<file path="config.mk">
export PLATFORM = sky130hd
export DESIGN_NAME = video_timing_gen
export DESIGN_NICKNAME = d
export VERILOG_FILES = /design/src/rtl/video_timing_gen.sv
export SDC_FILE = /design/constraint.sdc
export NUM_CORES = 1
export LEC_CHECK = 0
export CAP_MARGIN = 20
export CELL_PAD_IN_SITES_DETAIL_PLACEMENT = 1
export CELL_PAD_IN_SITES_GLOBAL_PLACEMENT = 1
export CORE_UTILIZATION = 40
export DETAILED_ROUTE_END_ITERATION = 6
export PLACE_DENSITY_LB_ADDON = 0.1
export SLEW_MARGIN = 20
export SYNTH_ARGS = -nofsm -noshare
export SYNTH_HDL_FRONTEND = slang
export SYNTH_SLANG_ARGS = --single-unit
</file>
<file path="constraint.sdc">
create_clock -name clock -period 5.5 [get_ports clock]
set_clock_uncertainty 0.05 [all_clocks]
set_input_delay 1.1 -clock clock [delete_from_list [all_inputs] [get_ports clock]]
set_output_delay 1.1 -clock clock [all_outputs]
set_load 0.03 [all_outputs]
</file>
<file path="src/rtl/video_timing_gen.sv">
// Native vsync/hsync/de raster generator with frame/line markers and active-pixel counters.
// Define VIDEO_TIMING_GEN_EXT_SYNC_EN to re-phase the raster to the external frame strobe ext_vs.
module video_timing_gen #(
  parameter int H_SYNC   = 44,
  parameter int H_BACK   = 148,
  parameter int H_FRONT  = 88,
  parameter int V_SYNC   = 5,
  parameter int V_BACK   = 36,
  parameter int V_FRONT  = 4,
  parameter int SYNC_POL = 1
) (
  input  logic        clock,
  input  logic        rst,
  input  logic        enable,
  input  logic [15:0] hactive,
  input  logic [15:0] vactive,
  input  logic        ext_vs,
  output logic        vsync,
  output logic        hsync,
  output logic        de,
  output logic        sof,
  output logic        eol,
  output logic [15:0] hcnt,
  output logic [15:0] vcnt,
  output logic        locked
);

  localparam logic        SYNC_IDLE   = (SYNC_POL != 0) ? 1'b0 : 1'b1;
  localparam logic [16:0] H_SYNC_W    = 17'(H_SYNC);
  localparam logic [16:0] V_SYNC_W    = 17'(V_SYNC);
  localparam logic [16:0] H_ACT_START = 17'(H_SYNC + H_BACK);
  localparam logic [16:0] V_ACT_START = 17'(V_SYNC + V_BACK);
  localparam logic [16:0] H_BLANK     = 17'(H_SYNC + H_BACK + H_FRONT);
  localparam logic [16:0] V_BLANK     = 17'(V_SYNC + V_BACK + V_FRONT);

  logic [15:0] hpos, vpos, hpos_nxt, vpos_nxt;
  logic [15:0] hactive_l, vactive_l, hact_cur, vact_cur;
  logic [15:0] hcnt_d, vcnt_d;
  logic        at_origin, h_last, v_last;
  logic        hs, vs, hact, vact, de_d, sof_d, eol_d;
  logic        frame_restart;

  // At the frame origin the live inputs define this frame's geometry.
  always_comb begin
    at_origin = (hpos == 16'd0) && (vpos == 16'd0);
    hact_cur  = at_origin ? hactive : hactive_l;
    vact_cur  = at_origin ? vactive : vactive_l;
    h_last    = {1'b0, hpos} == (H_BLANK + {1'b0, hact_cur} - 17'd1);
    v_last    = {1'b0, vpos} == (V_BLANK + {1'b0, vact_cur} - 17'd1);
    hs        = {1'b0, hpos} < H_SYNC_W;
    vs        = {1'b0, vpos} < V_SYNC_W;
    hact      = ({1'b0, hpos} >= H_ACT_START) && ({1'b0, hpos} < (H_ACT_START + {1'b0, hact_cur}));
    vact      = ({1'b0, vpos} >= V_ACT_START) && ({1'b0, vpos} < (V_ACT_START + {1'b0, vact_cur}));
    de_d      = hact && vact;
    hcnt_d    = de_d ? (hpos - H_ACT_START[15:0]) : 16'd0;
    vcnt_d    = de_d ? (vpos - V_ACT_START[15:0]) : 16'd0;
    sof_d     = de_d && (hcnt_d == 16'd0) && (vcnt_d == 16'd0);
    eol_d     = de_d && ({1'b0, hcnt_d} == ({1'b0, hact_cur} - 17'd1));
    hpos_nxt  = hpos + 16'd1;
    vpos_nxt  = vpos;
    if (frame_restart) begin
      hpos_nxt = 16'd0;
      vpos_nxt = 16'd0;
    end else if (h_last) begin
      hpos_nxt = 16'd0;
      vpos_nxt = v_last ? 16'd0 : vpos + 16'd1;
    end
  end

  always_ff @(posedge clock) begin
    if (rst || !enable) begin
      hpos  <= 16'd0;
      vpos  <= 16'd0;
      hsync <= SYNC_IDLE;
      vsync <= SYNC_IDLE;
      de    <= 1'b0;
      sof   <= 1'b0;
      eol   <= 1'b0;
      hcnt  <= 16'd0;
      vcnt  <= 16'd0;
    end else begin
      hpos  <= hpos_nxt;
      vpos  <= vpos_nxt;
      hsync <= hs ^ SYNC_IDLE;
      vsync <= vs ^ SYNC_IDLE;
      de    <= de_d;
      sof   <= sof_d;
      eol   <= eol_d;
      hcnt  <= hcnt_d;
      vcnt  <= vcnt_d;
    end
  end

  always_ff @(posedge clock) begin
    if (rst) begin
      hactive_l <= 16'd0;
      vactive_l <= 16'd0;
    end else if (at_origin) begin
      hactive_l <= hactive;
      vactive_l <= vactive;
    end
  end

`ifdef VIDEO_TIMING_GEN_EXT_SYNC_EN
  logic [2:0] ext_vs_sync;
  logic [1:0] align_cnt;

  assign frame_restart = enable && ext_vs_sync[1] && !ext_vs_sync[2];

  always_ff @(posedge clock) begin
    if (rst) ext_vs_sync <= 3'b000;
    else     ext_vs_sync <= {ext_vs_sync[1:0], ext_vs};
  end

  // An edge landing on the natural wrap counts toward lock; any other edge breaks it.
  always_ff @(posedge clock) begin
    if (rst || !enable) begin
      align_cnt <= 2'd0;
      locked    <= 1'b0;
    end else if (frame_restart) begin
      if (h_last && v_last) begin
        if (align_cnt != 2'd2) align_cnt <= align_cnt + 2'd1;
        locked <= (align_cnt != 2'd0);
      end else begin
        align_cnt <= 2'd0;
        locked    <= 1'b0;
      end
    end
  end
`else
  logic unused_ext_vs;
  assign unused_ext_vs = ext_vs;
  assign frame_restart = 1'b0;

  always_ff @(posedge clock) begin
    if (rst) locked <= 1'b0;
    else     locked <= 1'b1;
  end
`endif

endmodule

</file>
==> key figures <==
Synth
  • Avg Inst Size Synth: 7.71 um^2
  • Post-synth top area cell: dfxtp_1
  • Most common cell in the synthesized netlist: nor2_1
  • Post-synth ARST share: 0%
  • Dominant synthesized flop cell: dfxtp_1
  • Synth area leaders: dfxtp_1 (25%), xnor2_1 (7.9%), nor2_1 (7.0%), ha_1 (6.7%), mux2i_1 (5.1%)
  • Most common library cells after synthesis: nor2_1 (153), dfxtp_1 (102), nand2_1 (83)
  • EDFF count, synth: 0
  • Synth Warn #: 0
  • Cells after Synth: 1068
  • Post-Syn Area: 8240 um^2
  • Register area share after synthesis: 24.8%
  • Synth cell types: 74
  • Synth Register Bits: 102
  • Synthesized net count: 1148
  • Synth top area share: between 20% and 30%

Clock network
  • CTS tree: yes
  • Clock sinks: 102
  • Hold-fix buffers, CTS: 0
  • Clock buffer depth: 2
  • CTS clk-pin slew, worst paths: 0.09 ns
  • Root Driver: clkbuf_16
  • H-tree depth: 3
  • Clock latency on the worst-skew pair: 0.37 ns
  • CTS buffer count: 9

Worst setup path
  • FF-to-FF setup slack: 0.28 ns
  • Crit path max-delay family: compound AO/OA/AOI/OAI gates
  • CP arrival: 5.48 ns
  • Critical Path RT: 5.76 ns
  • Critical path launch point type: flop
  • Worst Setup Path Type: flop to flop
  • Slowest stage cell, crit path: a21oi_1
  • Crit path capture type: flop
  • CP dominant cell by count: buf_4
  • CP Max Fanout: 21
  • Max stage delay on crit path: 0.42 ns
  • Worst path bufs/invs: 4
  • CP Cell Sequence: inv_1 -> ha_1 -> and4b_1 -> nand4_1 -> nor3_4 -> buf_4 -> buf_4 -> nor3_1 -> a21oi_1 -> nor2_1 -> a21o_1 -> ha_1 -> a2111oi_0 -> o21ai_0 -> a211o_1 -> a211oi_2 -> buf_4 -> o2111ai_1 -> and4bb_2

Place
  • Final GP Congestion: 0.903
  • # port buffers: just over 70
  • Post-DP HPWL: ~23000 um

Cells and area
  • Ratio of cells with drive above 1 in the final layout: between 10 and 15%
  • Fin util: 48.7%
  • P&R area growth vs syn: 19.5%
  • Inserted Diodes: 0
  • Fillers: 2500
  • Final #Nets: ~1200

Floorplanning
  • Core Box Area: 20200 um^2
  • Initial Util: 40.7%
  • Io pins: 74
  • Die span in x: 146 um
  • FP Rows: 52
  • Die ar.: ~21000 um^2
  • Chip Height: around 150 um

Routing
  • Wirelength per Cell: 20.9 um
  • Initial DRC Count: 510
  • DR vias/cell: roughly 5.9
  • Detailed Routing Iterations Pass 1: 5
  • Residual DRC count: 0
  • Vias: 8361
  • WL final: 29800 um
  • Routed Antenna Nets: 0

STA
  • Setup violations, final: 0
  • Final Hold Vio Count: 0
  • Fin crit share: 94.9%
  • Max Clk Rate: 192 MHz
  • Fin. max-slew vios: 0
  • Slew @ Worst Pin: 0.985 ns
  • Tmin final: 5.22 ns
  • WHS: 0.486 ns
  • RSZ-0062 raised after global routing: no
  • Sum Neg Setup Slack: 0 ns
  • Worst relative slew slack: 34.2%

Power and ir drop
  • Pwr Density: between 150 and 200 nW/um^2
  • Worst vdd ir: between 0.15 and 0.2 mV
  • Lkg Pwr: 0.00389 uW

Run status
  • Status: completed

Global routing
  • First-pass GRT wire length: 47100 um
  • All-Layer GR Usage: 28.5%
  • Initial antenna violation count: 0
  • Pin count of the biggest net entering global routing: 35
  • Vias in the first global route: 8417
  • Remaining global-route overflow: 0

Hold path
  • Hold crit path type: flop to flop

Flow run
  • Max Cap Viol: 0
==> placed cells by master, fill, tap and decap left out, drive strengths merged, types with 5 or more instances in the layout <==
master         instances
a211oi                13
a21oi                 40
and3                  16
and4                   5
buf                   76
clkbuf                10
clkdlybuf4s50         72
dfxtp                102
ha                    44
inv                   27
mux2                   5
mux2i                 42
nand2                 83
nand2b                11
nand3                 42
nand4                 36
nor2                 154
nor2b                  8
nor3                  45
nor3b                  9
nor4                  26
nor4b                  5
o2111ai                8
o211ai                16
o21a                   9
o21ai                 39
o21bai                 5
o31ai                  6
or3                    7
or4                    8
xnor2                 74
xor2                  47
==> area by class of cell <==
| type | count | area (um^2) | area share [%] |
|---|---|---|---|
| clock buffer | 10 | 229 | 2.32 |
| clock inverter | 6 | 62.6 | 0.635 |
| inverter | 23 | 86.3 | 0.877 |
| multi-input combinational | 864 | 5800 | 58.9 |
| sequential | 102 | 2040 | 20.7 |
| tap | 270 | 338 | 3.43 |
| timing repair buffer | 148 | 1290 | 13.1 |
==> cell families (layout without fill, tap and decap cells) <==
| logic type | Yosys count | in the layout | synth area share, % |
|---|---|---|---|
| AO/OA/AOI/OAI | 181 | 181 | 15.2 |
| XOR/XNOR | 121 | 121 | 12.9 |
| adder cells (fa/ha/maj) | 44 | 44 | 6.68 |
| buffers and inverters | 102 | 187 | 5.32 |
| flip-flops | 102 | 102 | 24.8 |
| multiplexers | 47 | 47 | 5.79 |
| AND/OR/NAND/NOR | 471 | 471 | 29.4 |
==> metrics by stage <==
step | setup slack, ns | total power, uW | cells | instance area [um^2]
after floorplan | 0.0138 | 1110 | 1068 | 8250
after global placement | 0.105 | 1270 | 1406 | 9530
after detailed placement | 0.0256 | 1280 | 1406 | 9530
after CTS | 0.0636 | 1960 | 1422 | 9820
after global routing | 0.00258 | 2030 | 1423 | 9850
final | 0.279 | 1950 | 1423 | 9850
==> repair_timing <==
item | 4_1_cts | 5_1_grt
buffers inserted | 0 | 1
setup endpoints to repair | 0 | 45
gates resized for setup | 0 | 8
==> sequential cells by signal, summed over array words and instances (netlist names) <==
register / count
hpos: 16
de: 1
eol: 1
sof: 1
vcnt: 16
hactive_l: 16
hsync: 1
vsync: 1
hcnt: 16
vactive_l: 16
vpos: 16
locked: 1
==> path summary, 6_finish.rpt <==
check | start | end | cells past startpoint
worst max-delay path | vpos[1]$_SDFFE_PP0P_ | eol$_SDFF_PP0_ | 19
worst min-delay path | hpos[1]$_SDFF_PP0_ | hcnt[1]$_SDFF_PP0_ | 2
worst max register to register | vpos[1]$_SDFFE_PP0P_ | eol$_SDFF_PP0_ | 19
worst min register to register | hpos[1]$_SDFF_PP0_ | hcnt[1]$_SDFF_PP0_ | 2
==> worst register-to-register path, cell delays in order, from the launching register on <==
cell       delay, ns
dfxtp_1         0.32
inv_1           0.22
ha_1            0.20
and4b_1         0.24
nand4_1         0.21
nor3_4          0.30
buf_4           0.32
buf_4           0.34
nor3_1          0.13
a21oi_1         0.42
nor2_1          0.14
a21o_1          0.19
ha_1            0.30
a2111oi_0       0.33
o21ai_0         0.19
a211o_1         0.30
a211oi_2        0.37
buf_4           0.21
o2111ai_1       0.10
and4bb_2        0.30
==> per-layer routing <==
| layer | vias up | part of all wire [%] | GRT usage [%] | wire [um] |
|---|---|---|---|---|
| li1 | 3980 | - | - | - |
| met1 | 4107 | 49 | 40.3 | 14600 |
| met2 | 240 | 43 | 44.1 | 12800 |
| met3 | 34 | 6.0 | 5.24 | 1790 |
| met4 | 0 | 2.1 | 8.00 | 614 |
| met5 | - | 0 | 0 | 0 |
==> where the power goes <==
part	internal (uW)	switching, uW
clock	322	345
sequential	757	36.5
combinational	197	289
total	1280	671
Power figures use the tool's default switching activity.
